### config.mk
export PLATFORM = sky130hd
export DESIGN_NAME = ypbpr_to_rgb
export DESIGN_NICKNAME = d
export VERILOG_FILES = /design/src/rtl/ypbpr_pkg.sv /design/src/rtl/ypbpr_black_clamp.sv /design/src/rtl/ypbpr_to_rgb.sv
export SDC_FILE = /design/constraint.sdc
export NUM_CORES = 1
export LEC_CHECK = 0
export ABC_CLOCK_PERIOD_IN_PS = 5160
export BUFFER_PORTS_ARGS = -buffer_cell sky130_fd_sc_hd__buf_2
export CAP_MARGIN = 20
export CORE_UTILIZATION = 40
export CTS_CLUSTER_DIAMETER = 50
export DETAILED_ROUTE_END_ITERATION = 7
export PLACE_DENSITY = 0.61
export SETUP_SLACK_MARGIN = 0.02
export SKIP_LAST_GASP = 1
export SYNTH_ARGS = -nofsm -noshare
export SYNTH_HDL_FRONTEND = slang
export SYNTH_SLANG_ARGS = --single-unit
### constraint.sdc
create_clock -name clk -period 5.16 [get_ports clk]
set_input_delay 0.516 -clock clk [delete_from_list [all_inputs] [get_ports clk]]
set_output_delay 0.516 -clock clk [all_outputs]
set_load 0.02 [all_outputs]
### src/rtl/ypbpr_pkg.sv
// rtl/ypbpr_pkg.sv - shared constants, clamp state enum and saturation helper
// for the YPbPr to RGB converter and its YPBPR_CLAMP_EN black-level clamp.
package ypbpr_pkg;

  localparam int COEF_R_PR     = 359;
  localparam int COEF_G_PB     = 88;
  localparam int COEF_G_PR     = 183;
  localparam int COEF_B_PB     = 454;
  localparam int CHROMA_BIAS   = 128;
  localparam int BLACK_TARGET  = 16;
  localparam int CLAMP_SAMPLES = 16;

  typedef enum logic [1:0] {
    WAIT,
    SAMPLE,
    HOLD
  } clamp_state_t;

  // Rounded sums carry 8 fractional bits; drop them and clip to 0..255.
  function automatic logic [7:0] sat_u8(input logic signed [18:0] v);
    logic signed [18:0] s;
    s = v >>> 8;
    if (s < 19'sd0) return 8'd0;
    else if (s > 19'sd255) return 8'd255;
    else return s[7:0];
  endfunction

endpackage

### src/rtl/ypbpr_black_clamp.sv
// rtl/ypbpr_black_clamp.sv - black-level clamp: averages blanking Y and
// updates the luma offset between lines; used only with YPBPR_CLAMP_EN.
module ypbpr_black_clamp
  import ypbpr_pkg::*;
(
  input  logic              clk,
  input  logic              reset_n,
  input  logic              en,
  input  logic              de,
  input  logic [7:0]        y,
  output logic signed [8:0] offset
);

  clamp_state_t      state;
  logic              de_q;
  logic [11:0]       acc;
  logic [3:0]        cnt;
  logic signed [8:0] pending;
  logic signed [8:0] offset_q;
  logic [11:0]       acc_next;
  logic              de_rise;
  logic              de_fall;
  logic              load;

  assign acc_next = acc + {4'b0000, y};
  assign de_rise  = de & ~de_q;
  assign de_fall  = ~de & de_q;
  assign load     = en && (state == HOLD) && de_rise;

  // The first pixel of the new line already sees the new offset, so the
  // whole line is converted with one consistent value.
  assign offset = load ? pending : offset_q;

  always_ff @(posedge clk or negedge reset_n) begin
    if (!reset_n) begin
      state    <= WAIT;
      de_q     <= 1'b0;
      acc      <= '0;
      cnt      <= '0;
      pending  <= '0;
      offset_q <= '0;
    end else begin
      de_q <= de;
      if (!en) begin
        state <= WAIT;
      end else begin
        case (state)
          WAIT: begin
            if (de_fall) begin
              state <= SAMPLE;
              acc   <= '0;
              cnt   <= '0;
            end
          end
          SAMPLE: begin
            if (de) begin
              state <= WAIT;
            end else begin
              acc <= acc_next;
              cnt <= cnt + 4'd1;
              if (cnt == 4'(CLAMP_SAMPLES - 1)) begin
                pending <= $signed({1'b0, acc_next[11:4]}) - 9'(BLACK_TARGET);
                state   <= HOLD;
              end
            end
          end
          HOLD: begin
            if (de_rise) begin
              offset_q <= pending;
              state    <= WAIT;
            end
          end
          default: state <= WAIT;
        endcase
      end
    end
  end

endmodule

### src/rtl/ypbpr_to_rgb.sv
// rtl/ypbpr_to_rgb.sv - 4-stage YPbPr to RGB converter with bypass; optional
// black-level clamp enabled by YPBPR_CLAMP_EN.
module ypbpr_to_rgb
  import ypbpr_pkg::*;
(
  input  logic        clk,
  input  logic        reset_n,
  input  logic        ypbpr_en,
  input  logic        hsync,
  input  logic        vsync,
  input  logic        csync,
  input  logic        de,
  input  logic [23:0] din,
  output logic [23:0] dout,
  output logic        hsync_o,
  output logic        vsync_o,
  output logic        csync_o,
  output logic        de_o
);

  logic signed [8:0] offset;

`ifdef YPBPR_CLAMP_EN
  ypbpr_black_clamp u_clamp (
    .clk     (clk),
    .reset_n (reset_n),
    .en      (ypbpr_en),
    .de      (de),
    .y       (din[15:8]),
    .offset  (offset)
  );
`else
  assign offset = '0;
`endif

  logic signed [9:0] y_diff;
  logic [7:0]        yc_next;

  assign y_diff = $signed({2'b00, din[15:8]}) - $signed({offset[8], offset});

  always_comb begin
    yc_next = y_diff[7:0];
    if (y_diff < 10'sd0) yc_next = 8'd0;
    else if (y_diff > 10'sd255) yc_next = 8'd255;
  end

  // Mode, syncs and raw pixel travel alongside the arithmetic so the
  // bypass path has exactly the same latency.
  logic              en1, en2, en3;
  logic [3:0]        sync1, sync2, sync3;
  logic [23:0]       raw1, raw2, raw3;
  logic signed [8:0] dpb1, dpr1;
  logic [7:0]        yc1, yc2;
  logic signed [18:0] p_r2, p_gb2, p_gr2, p_b2;
  logic signed [18:0] sum_r3, sum_g3, sum_b3;
  logic signed [18:0] ybase2;

  assign ybase2 = $signed({3'b000, yc2, 8'h00});

  always_ff @(posedge clk or negedge reset_n) begin
    if (!reset_n) begin
      en1    <= 1'b0;
      en2    <= 1'b0;
      en3    <= 1'b0;
      sync1  <= '0;
      sync2  <= '0;
      sync3  <= '0;
      raw1   <= '0;
      raw2   <= '0;
      raw3   <= '0;
      dpb1   <= '0;
      dpr1   <= '0;
      yc1    <= '0;
      yc2    <= '0;
      p_r2   <= '0;
      p_gb2  <= '0;
      p_gr2  <= '0;
      p_b2   <= '0;
      sum_r3 <= '0;
      sum_g3 <= '0;
      sum_b3 <= '0;
      dout   <= '0;
      {hsync_o, vsync_o, csync_o, de_o} <= '0;
    end else begin
      en1   <= ypbpr_en;
      sync1 <= {hsync, vsync, csync, de};
      raw1  <= din;
      dpb1  <= $signed({1'b0, din[7:0]}) - 9'(CHROMA_BIAS);
      dpr1  <= $signed({1'b0, din[23:16]}) - 9'(CHROMA_BIAS);
      yc1   <= yc_next;

      en2   <= en1;
      sync2 <= sync1;
      raw2  <= raw1;
      yc2   <= yc1;
      p_r2  <= 19'(dpr1 * COEF_R_PR);
      p_gb2 <= 19'(dpb1 * COEF_G_PB);
      p_gr2 <= 19'(dpr1 * COEF_G_PR);
      p_b2  <= 19'(dpb1 * COEF_B_PB);

      en3    <= en2;
      sync3  <= sync2;
      raw3   <= raw2;
      sum_r3 <= ybase2 + p_r2 + 19'(CHROMA_BIAS);
      sum_g3 <= ybase2 - p_gb2 - p_gr2 + 19'(CHROMA_BIAS);
      sum_b3 <= ybase2 + p_b2 + 19'(CHROMA_BIAS);

      dout <= en3 ? {sat_u8(sum_r3), sat_u8(sum_g3), sat_u8(sum_b3)} : raw3;
      {hsync_o, vsync_o, csync_o, de_o} <= sync3;
    end
  end

endmodule

Word level (Yosys, flattened, before mapping)
Cells that the tools add are included.
{"block": "totals", "regBits": 277, "output_inout_bits": 28, "ram_bits": 0, "word_cells": 55, "inputBits": 31, "memories": 0, "latch_bits": 0, "mem_bits_ro": 0}
{"block": "classes", "add_sub_neg": 9, "div_mod_pow": 0, "n_bitwise": 0, "n_eq_ne": 0, "mul": 4, "shift": 0, "reduce_logical": 0, "n_mux": 9, "n_lt_le_gt_ge": 8}
{"op": "$mux 8", "n": 8}
{"op": "$add 19x9->19 const B", "n": 3}
{"op": "$add 17x19->19", "n": 2}
{"op": "$mul 9x9->18 const B", "n": 2}
{"op": "$gt 11x9->1 const B", "n": 3}
{"op": "$lt 11x1->1 const B", "n": 3}
{"op": "$mux 24", "n": 1}
{"op": "$mul 9x10->19 const B", "n": 1}
{"op": "$sub 17x19->19", "n": 1}
{"op": "$sub 19x18->19", "n": 1}
{"op": "$sub 8x8->9 const B", "n": 2}
{"op": "$mul 9x5->14 const B", "n": 1}
{"op": "$gt 8x8->1 const B", "n": 1}
{"op": "$lt 8x1->1 const B", "n": 1}

Logic depth before layout (Yosys ltp)
{"block": "logic_depth", "depth_word": 4, "depth_mapped": 17}

Worst setup path after synthesis
OpenSTA, ideal clock, no wires.
{"block": "synth_path", "path_type": "register -> register", "from": "register dpr1[7]", "to": "register p_r2[17]", "arrival_time_ns": 4.695, "stages_incl_launch_ff": 16, "setup_slack_ns": 0.385, "t_required_ns": 5.080, "synth_period_minus_slack_ns": 4.775, "path_buffers": 1, "cell_sequence": "dfrtp_1 clkbuf_1 inv_1 ha_1 ha_1 fa_1 fa_1 fa_1 ha_1 nand4_1 o22ai_1 a21boi_0 o211a_1 o21bai_1 a31o_2 xnor2_1"}
{"block": "synth_between", "elab_chain_cells": 1}
{"item": "start: declaration", "line_no": "ypbpr_to_rgb.sv:52", "rtl": "logic signed [8:0] dpb1, dpr1;"}
{"item": "start signal: assignment", "line_no": "ypbpr_to_rgb.sv:89", "rtl": "dpr1 <= $signed({1'b0, din[23:16]}) - 9'(CHROMA_BIAS);"}
{"item": "$mul 9x10->19", "line_no": "ypbpr_to_rgb.sv:96", "rtl": "p_r2 <= 19'(dpr1 * COEF_R_PR);"}
{"item": "end signal: assignment", "line_no": "ypbpr_to_rgb.sv:96"}
{"item": "end: declaration", "line_no": "ypbpr_to_rgb.sv:54", "rtl": "logic signed [18:0] p_r2, p_gb2, p_gr2, p_b2;"}
No other way between the ends.

Final worst setup path
{"block": "layout_path", "from": "register dpr1[6]", "to": "register p_r2[18]"}
Same word-level chain as after synthesis.

==> key figures <==
Status
  – Status: complete, no violations

Min path
  – Hold Crit Class: in -> async

Synth
  – Synth Cell Area: around 0.012 mm2
  – Cells after synthesis: 1070
  – Syn Area/Cell: 11.41 um2
  – Seq cells post-synth: just over 200
  – Top post-synthesis cells by area: dfrtp_1, ha_1, fa_1
  – Ys flop type: dfrtp_1
  – Post-synth top area share: 0.4182
  – Ys Warns: 0
  – Synth area leader: dfrtp_1
  – Post-Syn Nets: ~1300
  – Number of synthesized flops with an enable pin: 0
  – Sequential area share after synthesis: 0.4182
  – Synth cell types: 49
  – Ys async rst share: 1.000

Timing
  – Fmax: 209.9 MHz
  – RSZ-0062 raised after global routing: false
  – Final worst-path cycle share: 0.9232
  – Pins Over Slew Limit: 0
  – Setup WS post-layout: approximately 0.40 ns
  – Worst rel slew slack: 0.3879
  – Final min period: around 4.8 ns
  – Worst Clk Skew: a little over 0.01 ns
  – Endpoints failing hold: 0
  – Worst Tran Pin Value: 0.9182 ns
  – Setup TNS: 0 ns
  – Hold_ws: 0.05267 ns
  – Final setup viols: 0

Route
  – Via density: around 4.7
  – Final WL: between 20000 and 25000 um
  – Routed Antenna Nets: 0
  – 1st-pass router iterations: 4
  – DRC: 0
  – Drt wl/cell: approximately 15 um
  – Met3 wire length: roughly 1400 um
  – Met2 wire len: about 10000 um
  – Max Used Layer: met4
  – Metal-1 WL: about 11000 um
  – Via count: around 7300
  – DRT iter0 DRCs: around 360

Clocking
  – CTS tree: yes
  – Total number of H-tree levels: 1
  – CTS root buf: clkbuf_16
  – Setup repair bufs after CTS: 0
  – Skew-Pair Late Insertion Delay: around 0.53 ns
  – Hold Buf Count CTS: 0
  – CTS clk-pin slew, worst paths: 0.06 ns
  – Longest Clk Path Bufs: 3
  – Total CTS buffers: 28
  – CTS resizes: 0
  – TritonCTS Sinks: 204

Global routing
  – First-pass GRT wire length: approximately 40000 um
  – Largest net degree at the start of global routing: roughly 130
  – Initial antenna violation count: 1
  – Vias in the first global route: between 7000 and 8000
  – GR Util All Layers: 0.1615
  – Remaining Overflow, GRT: 0

Layout
  – Share of layout cells above drive strength 1: 0.1398
  – Ant. Diodes: 0
  – Layout overhead on the synthesized area: 15.37%
  – Fill count: about 2700
  – Post-route insts no fill: between 1500 and 2000
  – Util after Layout: 0.4727
  – Commonest cells after routing, fill and taps aside: dfrtp_1, inv_1, ha_1
  – Nets: 1437
  – Commonest non-fill, non-tap cell in the layout: dfrtp_1

Floorplan
  – FP Rows: between 60 and 70
  – Initial Utilization: 0.4097
  – Die W: between 150 and 200 um
  – Die Height: around 180 um
  – Die area: about 0.031 mm2
  – # IOs: 59
  – Core box area: around 0.03 mm2

Setup path
  – CP Cell Sequence: inv_1 > ha_1 > ha_1 > fa_1 > fa_1 > fa_1 > ha_1 > nand4_1 > o22ai_1 > a21boi_0 > o211a_1 > o21bai_1 > a31o_2 > xnor2_1
  – CP startpoint kind: register
  – Slowest stage cell, crit path: dfrtp_1
  – Worst-path maximum fanout: 12
  – Worst EP required: roughly 5.6 ns
  – Setup CP Type: reg -> reg
  – CP max stage delay: ~0.66 ns
  – Critical path arrival: roughly 5.2 ns
  – Worst Setup End Kind: register

Pwr
  – Cell Pwr Density: between 500 and 600 mW/mm2
  – Pleak: 7.116 nW
  – Worst vdd ir: around 0.27 mV

Placement
  – GP Congestion: a little under 0.9
  – Inst Count DP: roughly 1500
  – Port Buf Inserts: 58
  – HPWL Detailed: approximately 18000 um
  – Pre-CTS setup slack: ~0.4 ns

Flow run
  – Max_cap viols: 0
kinds of logic (layout without fill, tap and decap cells):
group                      count (synthesis)  in the layout  share of synthesized area
xor gates and xnor gates                  85             85                    0.06098
adders and majority gates                248            248                     0.2966
muxes                                     26             26                    0.02378
and+or+nand+nor                          166            166                    0.06057
buffers and inverters                    198            308                    0.06119
DFF                                      204            204                     0.4182
AOI/OAI and AO/OA                        143            143                    0.07871
critical path: cells and delay by family (launching register included):
kind | cells | cell delay [ns]
fa+ha+maj | 6 | 2.43
compound gates | 5 | 1.21
flops | 1 | 0.66
buf+inv | 1 | 0.17
xor+xnor | 1 | 0.12
simple gates | 1 | 0.08
state kept, by name (all words and copies together), names as in the netlist, 11 cells and up:
name,cells
dout,24
raw3,22
p_gr2,18
raw2,16
p_b2,14
p_r2,12
sum_b3,12
sum_g3,12
p_gb2,11
sum_r3,11
stage by stage:
stage | cell area (um2) | power, W
4_1_cts | 14070 | 0.007943
3_3_place_gp | 13030 | 0.005738
2_1_floorplan | 12210 | 0.004982
5_1_grt | 14080 | 0.008529
6_report | 14080 | 0.007864
3_5_place_dp | 13030 | 0.005792
layer usage:
layer / global-route usage / vias up
li1: - / 3639
met1: 0.2302 / 3498
met2: 0.2480 / 133
met3: 0.03114 / 31
met4: 0.04885 / 0
met5: 0 / -
final timing paths:
kind                               to  cells past startpoint  slack (ns)  startpoint
max                          p_r2[18]                     14        0.40     dpr1[6]
min                           dpr1[3]                      1        0.05     reset_n
max reg2reg                  p_r2[18]                     14        0.40     dpr1[6]
min reg2reg                   raw2[7]                      0        0.34     raw1[7]
max in group asynchronous  sum_b3[15]                      2        3.93     reset_n
min in group clk             sync1[3]                      1        0.08       hsync
synthesized netlist by cell type, drive strengths merged, types with 5 or more instances:
cell type,number
dfrtp,204
inv,185
ha,179
nor2,89
fa,69
xnor2,65
a21oi,46
nand2,28
o21ai,26
mux2,24
xor2,20
a21o,16
a21boi,9
clkbuf,9
or2,9
nand4,8
o21a,8
nor2b,7
nor3,6
o21bai,6
nand3,5
report_power, final:
part	leakage (nW)	total, W	switching (W)	internal (W)
clock network	0.513	0.00208	0.000747	0.00134
registers	2.38	0.00222	0.000167	0.00205
logic	4.22	0.00356	0.00197	0.00159
cell type report:
cell class	count	area, um2	area share
well taps	390	488.0	0.03465
repair buffers	70	397.9	0.02825
clock buffers	33	770.7	0.05472
multi-input cells	668	6356	0.4513
inverters	186	698.2	0.04957
flip-flops and latches	204	5105	0.3624
clock inverters	19	269.0	0.01910
No activity file was read; power rests on OpenSTA's default activity.
